[config.mk]
export PLATFORM = sky130hd
export DESIGN_NAME = pipelined_cpu_core
export DESIGN_NICKNAME = d
export VERILOG_FILES = /design/src/rtl/pipelined_cpu_core.sv
export SDC_FILE = /design/constraint.sdc
export NUM_CORES = 1
export LEC_CHECK = 0
export CORE_MARGIN = 8
export CORE_UTILIZATION = 57
export DETAILED_ROUTE_END_ITERATION = 10
export GPL_TIMING_DRIVEN = 0
export PLACE_DENSITY = 0.86
export SYNTH_ARGS = -nofsm -noshare
export SYNTH_HDL_FRONTEND = slang
export SYNTH_SLANG_ARGS = --single-unit
[constraint.sdc]
create_clock -name clk -period 4.73 [get_ports clk]
set_clock_uncertainty 0.1 [all_clocks]
set_input_delay 0.946 -clock clk [delete_from_list [all_inputs] [get_ports clk]]
set_output_delay 0.946 -clock clk [all_outputs]
set_load 0.01 [all_outputs]
[src/rtl/pipelined_cpu_core.sv]
`default_nettype none
// ============================================================================
// Module      : pipelined_cpu_core
// Description : Two-stage (IF / EX) 16-bit-ISA core with register bank,
//               internal call/data stack, status flags, sticky stack-fault
//               detection and a halt state. Instruction memory is external
//               with a combinational read.
// Revision    : 1.0 - initial release
// ============================================================================
module pipelined_cpu_core #(
  parameter int DATA_W      = 16,
  parameter int PC_W        = 5,
  parameter int NREG        = 8,
  parameter int STACK_DEPTH = 8
) (
  input  logic              clk,
  input  logic              rst_n,
  output logic [PC_W-1:0]   imem_addr,
  input  logic [15:0]       imem_data,
  output logic [DATA_W-1:0] out,
  output logic [3:0]        flags,
  output logic              halted,
  output logic              stack_err
);

  localparam int RIW = (NREG > 1) ? $clog2(NREG) : 1;
  localparam int SIW = (STACK_DEPTH > 1) ? $clog2(STACK_DEPTH) : 1;
  localparam int SPW = $clog2(STACK_DEPTH + 1);
  localparam int MSB = DATA_W - 1;

  localparam logic [3:0] OP_NOP  = 4'h0;
  localparam logic [3:0] OP_ADD  = 4'h1;
  localparam logic [3:0] OP_SUB  = 4'h2;
  localparam logic [3:0] OP_AND  = 4'h3;
  localparam logic [3:0] OP_OR   = 4'h4;
  localparam logic [3:0] OP_XOR  = 4'h5;
  localparam logic [3:0] OP_LDI  = 4'h6;
  localparam logic [3:0] OP_MOV  = 4'h7;
  localparam logic [3:0] OP_JMP  = 4'h8;
  localparam logic [3:0] OP_BZ   = 4'h9;
  localparam logic [3:0] OP_BNZ  = 4'hA;
  localparam logic [3:0] OP_BC   = 4'hB;
  localparam logic [3:0] OP_CALL = 4'hC;
  localparam logic [3:0] OP_RET  = 4'hD;
  localparam logic [3:0] OP_PUSH = 4'hE;
  localparam logic [3:0] OP_POP  = 4'hF;

  localparam logic [15:0] IR_NOP = 16'h0000;

  // Architectural / pipeline state
  logic [PC_W-1:0]   pc;
  logic [15:0]       ir;
  logic [DATA_W-1:0] regs  [0:NREG-1];
  logic [DATA_W-1:0] stack [0:STACK_DEPTH-1];
  logic [SPW-1:0]    sp;

  // EX-stage decode
  logic [3:0]        op;
  logic [RIW-1:0]    rd_idx, rs_idx;
  logic [DATA_W-1:0] rd_val, rs_val, stack_top;
  logic [PC_W-1:0]   tgt;
  logic              stack_full, stack_empty;

  assign imem_addr   = pc;
  assign op          = ir[15:12];
  assign rd_idx      = RIW'({29'd0, ir[11:9]} % NREG);
  assign rs_idx      = RIW'({29'd0, ir[8:6]} % NREG);
  assign rd_val      = regs[rd_idx];
  assign rs_val      = regs[rs_idx];
  assign tgt         = ir[PC_W-1:0];
  assign stack_top   = stack[SIW'(sp - SPW'(1))];
  assign stack_full  = (sp == SPW'(STACK_DEPTH));
  assign stack_empty = (sp == '0);

  // EX-stage results
  logic [DATA_W-1:0] res, wr_val, push_val;
  logic [PC_W-1:0]   pc_next;
  logic              carry, ovf, set_flags, wr_en, flush;
  logic              do_push, do_pop, stop, fault;

  // Decode the instruction in IR and work out everything it commits at the next edge
  always_comb begin
    res       = '0;
    wr_val    = '0;
    push_val  = '0;
    pc_next   = pc + PC_W'(1);
    carry     = 1'b0;
    ovf       = 1'b0;
    set_flags = 1'b0;
    wr_en     = 1'b0;
    flush     = 1'b0;
    do_push   = 1'b0;
    do_pop    = 1'b0;
    stop      = 1'b0;
    fault     = 1'b0;
    case (op)
      OP_ADD: begin
        {carry, res} = {1'b0, rd_val} + {1'b0, rs_val};
        ovf          = (rd_val[MSB] == rs_val[MSB]) && (res[MSB] != rd_val[MSB]);
        set_flags    = 1'b1;
      end
      OP_SUB: begin
        res       = rd_val - rs_val;
        carry     = (rd_val < rs_val);
        ovf       = (rd_val[MSB] != rs_val[MSB]) && (res[MSB] != rd_val[MSB]);
        set_flags = 1'b1;
      end
      OP_AND: begin res = rd_val & rs_val; set_flags = 1'b1; end
      OP_OR:  begin res = rd_val | rs_val; set_flags = 1'b1; end
      OP_XOR: begin res = rd_val ^ rs_val; set_flags = 1'b1; end
      OP_LDI: begin wr_en = 1'b1; wr_val = DATA_W'(ir[7:0]); end
      OP_MOV: begin wr_en = 1'b1; wr_val = rs_val; end
      OP_JMP: begin pc_next = tgt; flush = 1'b1; end
      OP_BZ:  if (flags[2])  begin pc_next = tgt; flush = 1'b1; end
      OP_BNZ: if (!flags[2]) begin pc_next = tgt; flush = 1'b1; end
      OP_BC:  if (flags[3])  begin pc_next = tgt; flush = 1'b1; end
      OP_CALL: begin
        // pc already points one past the instruction in EX: that is the return address
        if (stack_full) fault = 1'b1;
        else begin
          do_push  = 1'b1;
          push_val = DATA_W'(pc);
          pc_next  = tgt;
          flush    = 1'b1;
        end
      end
      OP_RET: begin
        if (stack_empty) fault = 1'b1;
        else begin
          do_pop  = 1'b1;
          pc_next = stack_top[PC_W-1:0];
          flush   = 1'b1;
        end
      end
      OP_PUSH: begin
        if (stack_full) fault = 1'b1;
        else begin
          do_push  = 1'b1;
          push_val = rs_val;
        end
      end
      OP_POP: begin
        if (ir[0]) stop = 1'b1;
        else if (stack_empty) fault = 1'b1;
        else begin
          do_pop = 1'b1;
          wr_en  = 1'b1;
          wr_val = stack_top;
        end
      end
      default: ;
    endcase
    if (set_flags) begin
      wr_en  = 1'b1;
      wr_val = res;
    end
  end

  // Fetch, commit EX results, and freeze everything once halted
  always_ff @(posedge clk or negedge rst_n) begin
    if (!rst_n) begin
      pc        <= '0;
      ir        <= IR_NOP;
      sp        <= '0;
      out       <= '0;
      flags     <= '0;
      halted    <= 1'b0;
      stack_err <= 1'b0;
      for (int i = 0; i < NREG; i++)        regs[i]  <= '0;
      for (int i = 0; i < STACK_DEPTH; i++) stack[i] <= '0;
    end else if (!halted) begin
      if (stop || fault) begin
        halted <= 1'b1;
        ir     <= IR_NOP;
        if (fault) stack_err <= 1'b1;
      end else begin
        pc <= pc_next;
        ir <= flush ? IR_NOP : imem_data;
        if (wr_en) begin
          regs[rd_idx] <= wr_val;
          out          <= wr_val;
        end
        if (set_flags) flags <= {carry, (res == '0), res[MSB], ovf};
        if (do_push) begin
          stack[SIW'(sp)] <= push_val;
          sp              <= sp + SPW'(1);
        end
        if (do_pop) sp <= sp - SPW'(1);
      end
    end
  end

endmodule
`default_nettype wire

==> metrics <==
H-tree depth=1; Fmax achieved=0.2042 GHz; CTS buffer count=31; Worst-Skew Late Latency=0.58 ns; drt initial violations=2265; Seq/Total Area, Yosys=44.96%; Setup Total Neg Slack=-0.8926 ns; Tightest Pin Transition=1.334 ns; FF-to-FF setup slack=-0.17 ns; antenna violations before repair=0; Synth top area share=44.96%; share of cells above drive strength 1=26.18%; Residual DRC=0; Layout area overhead=19.43%; die width=188.0 µm; Final Setup Violations=10; Yosys reg bits=303; Core ar.=29400 µm²; Yosys top cell by area=dfrtp_1; Register Area=7585 µm²; static leakage=8.901 nW; I/O pins=45; pwr dens=730.4 nW/µm²; most frequent cell after synthesis=dfrtp_1; number of global-route vias before repair=14690; Tot Pwr=14.71 mW; Total GRT Usage=29.87%; kind of critical path=reg -> reg; capture point of the worst reg-to-reg path=flags[2]; drt pass-1 iters=8; VDD IR max=410.8 µV; post-synthesis async set-or-reset flop share=100.0%; routed wire length=55660 µm; height of the chip=188.0 µm; Core Rows=63; Post-Syn Area=16860 µm²; pre-CTS setup slack=-1.300 ns; Cells after Synth=1576; Layout Nets=1782; predominant post-synthesis flop cell=dfrtp_1; Ant. Diodes=0; total number of vias=14770; Antenna Nets Post-Route=0; Max-Cap Viols=0; Reg2Reg Depth=17; # hold bufs at CTS=0; routed len/inst=26.21 µm; maximum clock insertion buffer count=3; Mapped Avg Cell Area=10.70 µm²; r2r startpoint=ir[6]; Final Hold Fails=0; CP Max Fanout=7; dpl hpwl=35430 µm; area of the multi-input gates=9138 µm²; most frequent cells after synthesis=dfrtp_1 (303), nand2_1 (185), o21ai_0 (172), mux2_2 (140), nor2_1 (93); violated checks=setup timing; EDFF count, synth=0; GP Congestion=0.9870; via/cell ratio=6.953; Root Driver=clkbuf_16; Initial Util=57.36%; Port Buffers=44; Worst setup SP type=flip-flop; CP required=5.09 ns; fin crit period=4.896 ns; CTS tree=yes; Synth area leaders=dfrtp_1 (45%), mux2_2 (9.3%), mux4_2 (8.5%); Worst-path clk slew=0.07 ns; global-route wire length before repair=83510 µm; clk sinks=303; Max transition margin=10.35%; Area after DPL=17950 µm²; die area=35350 µm²; RSZ-0062 raised after global routing=yes; overflow left after global routing=0; Worst Setup End Kind=flip-flop; pins over their slew limit=0; Hold Path Class=in -> async; unique cell type count in the Yosys netlist=79; cell area after layout=20140 µm²; arrival time at the worst endpoint=5.26 ns; status=finished with violations; largest net degree at the start of global routing=133; Final Cycle Share=103.5%; fin worst setup slack=-0.1661 ns; Yosys Warn Count=0; Mapped Nets=1647; Filler cells=1960
==> flip-flops by register name, indices dropped and copies added (netlist names) <==
register and count:
stack_err 1, halted 1, out 16, flags 4, ir 16, sp 4, stack 128, imem_addr 5
regs 128
==> per-layer routing <==
layer / vias up / routed length (µm) / global-route usage, %
met5: - / 0 / 0
met4: 0 / 3326 / 14.18
met3: 326 / 7018 / 8.358
met2: 1125 / 24990 / 45.36
met1: 7228 / 20320 / 39.24
li1: 6089 / - / -
==> repair_timing <==
action / in CTS / in global routing
setup buffers: 26 / 35
pin swaps: 8 / 20
setup endpoints to repair: 213 / 222
gates cloned: 0 / 2
resized for setup: 100 / 98
==> cells by family (layout without fill, tap and decap cells) <==
logic type	count (synthesis)	count (layout)	synth area share [%]
DFF	303	303	44.96
buffers and inverters	165	323	3.806
xor gates and xnor gates	12	12	0.6232
AOI/OAI and AO/OA	415	415	15.86
and+or+nand+nor	389	389	10.76
muxes	239	239	19.97
adders and majority gates	53	53	4.021
==> area by class of cell <==
cell class	count	area share, %
plain buffers	103	3.038
clock buffers	44	4.491
clock inverters	12	0.8635
inverters	54	1.013
multi-input cells	1108	45.37
flip-flops and latches	303	37.66
well taps	390	2.423
repair buffers	110	5.150
==> worst max path at each step <==
stage / to / start / slack [ns] / cells after the start
5_1_grt: flags[2] / ir[6] / -0.21 / 16
3_3_place_gp: stack[18] / rst_n / -9.80 / 1
2_1_floorplan: flags[2] / ir[11] / 0.01 / 19
4_1_cts: stack[92] / sp[0] / -0.18 / 14
3_5_place_dp: flags[2] / ir[7] / -1.30 / 15
6_report: flags[2] / ir[6] / -0.17 / 17
==> report_power, final <==
group          internal (mW)  switching, mW  leakage (nW)  total, mW
Clock                   1.55           1.05         0.531       2.60
Combinational           3.17           5.22          4.23       8.39
Sequential              3.15          0.562          4.14       3.72
==> stage by stage <==
step | hold WS (ns) | std cells | utilization [%]
final | 0.2568 | 2124 | 68.51
after global routing | 0.3088 | 2124 | 68.51
after CTS | 0.2885 | 2093 | 66.51
after detailed placement | 0.3505 | 2015 | 61.05
after global placement | 0.3388 | 2010 | 60.71
after floorplan | 0.3665 | 1576 | -
==> worst max-delay path, stage by stage, from the launching register on <==
cell and delay, ns:
dfrtp_1 0.38, buf_8 0.16, buf_12 0.14, mux4_2 0.56
mux2i_4 0.19, inv_2 0.08, ha_4 0.16, inv_2 0.05
fa_2 0.22, nor2_2 0.04, xor2_1 0.14, a222oi_1 0.32
o21ai_1 0.15, or4_1 0.57, or3_4 0.36, or4_1 0.44
or4b_4 0.50, o31ai_2 0.21
==> layout by cell type (no fill, tap or decap), drive strengths merged, types with 6 or more instances in the layout <==
cell	synthesis	routed
a21o	9	9
ha	51	51
clkbuf	88	118
nor2	93	93
mux2	140	140
nor2b	12	12
mux2i	35	35
clkdlybuf4s50	0	43
o21bai	6	6
nand2	185	185
dfrtp	303	303
o21ai	175	175
and4	15	15
a21oi	38	38
a22o	14	14
o31ai	7	7
or3	7	7
nor3b	9	9
a2111oi	6	6
a221oi	10	10
buf	23	96
o211ai	9	9
o22ai	12	12
a211oi	17	17
inv	53	56
mux4	64	64
nor3	25	25
nand4	6	6
xnor2	8	8
a31oi	7	7
a22oi	65	65
No activity file was read; power rests on OpenSTA's default activity.
==> RTL change, RTL diff (config.mk and constraints unchanged) <==
Make the reset (`rst_n`) synchronous in one clocked block.
--- a/src/rtl/pipelined_cpu_core.sv
+++ b/src/rtl/pipelined_cpu_core.sv
@@ -158,5 +158,5 @@
 
   // Fetch, commit EX results, and freeze everything once halted
-  always_ff @(posedge clk or negedge rst_n) begin
+  always_ff @(posedge clk) begin
     if (!rst_n) begin
       pc        <= '0;
Function: differs if rst_n is asserted again (counterexample within 4 cycles, from zero or initial values and one cycle with rst_n low); with rst_n held inactive, the same outputs for 4 cycles.
==> RTL change against the original RTL <==
Setup slack better by 0.18 ns. Hold slack improved by 0.14 ns. Non-clock buffer count decreased by 64. Sequential cell count is 6 higher. Routed wire length is 8.3% lower. Core utilization shrank 2.7 points. Critical path depth shrank 1. Synthesized area up 0.16%. Cell area fell by 4.0%.
Power is not compared: it rests on default switching activity, and its combinational part moved more than twofold at a synthesized area within 25%.
==> RTL change: results (changes against the original RTL) <==
Cells and area
  – Buffers, non-clock: 149 (-30%)
  – Clock buffers and inverters, area share: 5.100% (-0.26 points)
  – Total Nets Final: 1,598 (-10%)
  – Share of cell area taken by multi-input logic gates: 40.64% (-4.7 points)
  – Non-clock buffer contribution to total cell area: 5.436% (-2.8 points)
  – Clock buffers: 38 (-14%)
  – Sequential Area: 0.008751 mm² (+15%)
  – Share of post-route cells with drive strength above 1: 19.03% (-7.1 points)
  – Layout filler cell count: 1,922 (-1.9%)
  – Sequential cell count: 309 (+2.0%)
  – Number of logic inverters in the finished layout: 53 (-1.9%)
  – Multi-input comb cells: 983 (-11%)
  – Seq/total area: 45.26% (+7.6 points)

Worst setup path
  – Critical path's slowest cell: dfxtp_1
  – Data arrival time of the critical path: 5.15 ns (-0.11 ns)
  – Max FO, Critical Path: 10 (+3)
  – Crit-path max cell delay: 0.47 ns (-0.10 ns)

Yosys
  – Distinct cell type count after synthesis: 86 (+8.9%)
  – Synth top cells by count: nor2_1, edfxtp_1, mux4_2
  – Most common flop cell mapped by yosys: edfxtp_1
  – Proportion of synthesized flip-flops having asynchronous set or reset: 0% (-100 points)
  – Synthesized instance count: 1,447 (-8.2%)
  – EDFF count, synth: 256 (+256)
  – Top cells by area, synth: edfxtp_1, mux4_2, nor2_1
  – Net count after synthesis: 1,519 (-7.8%)
  – Register area share after synthesis: 51.79% (+6.8 points)

Placed design
  – Number of I/O port buffers: 43 (-2.3%)
  – Estimated wirelength of the detail-placed design: 35.46 mm (about the same)
  – GPL Wtd Cong: 0.9588 (-2.9%)
  – Worst setup timing slack at the placement stage: -0.9248 ns (+0.3747 ns)
  – Instance area after placement: 0.01781 mm² (-0.78%)

Floorplan
  – CORE AREA: 0.02940 mm² (unchanged)

Drt
  – Average wire per standard cell: 26.31 µm (+0.42%)
  – Average vias per placed instance: 6.894 (-0.84%)
  – Number of iterations in the first detailed-routing pass: 6 (-2)
  – Met1 Routed Length: 17.51 mm (-14%)
  – Total wire length: 51.05 mm (-8.3%)
  – Routed met3 length: 6.698 mm (-4.6%)
  – Highest routed metal layer: met4
  – Detailed route wirelength on metal2: 23.43 mm (-6.3%)
  – Starting DRC count in detailed routing: 1,954 (-14%)

Min path
  – Hold Path Class: reg -> reg

Run status
  – Result of the run: finished, final reports clean

Clocking
  – Worst skew pair latency: 0.60 ns (+0.02 ns)
  – Clock buffers created by TritonCTS: 30 (-3.2%)

Global routing
  – GRT met2 Usage: 43.61% (-1.7 points)
  – Via count of the first global-routing pass: 12,871 (-12%)
  – Overall fraction of global-route tracks in use: 27.14% (-2.7 points)
  – Met1 Usage GRT: 33.72% (-5.5 points)
  – Met3 demand-to-capacity share in global routing: 6.334% (-2.0 points)
  – Global-route wire length before repair: 74.87 mm (-10%)
  – Pin count of the biggest net entering global routing: 17 (-87%)

STA
  – Worst slew margin: 7.717% (-2.6 points)

Power
  – Maximum vdd drop: 0.4133 mV
## RTL change: cell types whose count changed after synthesis, sizes merged, moves of 105 or more
cell    unedited run  this run
dfrtp            303         0
edfxtp             0       256
mux2             140         4
nand2            185        80
nor2              93       357
o21ai            175        45
## RTL change: logic make-up after synthesis
group	share of synthesized area [%]
AOI/OAI and AO/OA	10.01
DFF	51.79
muxes	15.91
buffers and inverters	3.985
and+or+nand+nor	13.64
xor gates and xnor gates	0.5704
adders and majority gates	4.089
## RTL change: final timing paths
check,start,endpoint,slack [ns],cells after the start
min reg2reg,stack_err$_SDFFE_PN0P_,stack_err$_SDFFE_PN0P_,0.40,1
max,flip-flop,flags[2]$_SDFFE_PN0P_,0.02,16
min,stack_err$_SDFFE_PN0P_,stack_err$_SDFFE_PN0P_,0.40,1
max reg2reg,flip-flop,flags[2]$_SDFFE_PN0P_,0.02,16
## RTL change: what timing repair did
item                       CTS  global route
hold endpoints to repair     0             0
pin swaps                    3             5
setup buffers                3             5
gates resized for setup     67            57
setup endpoints to repair  404           356
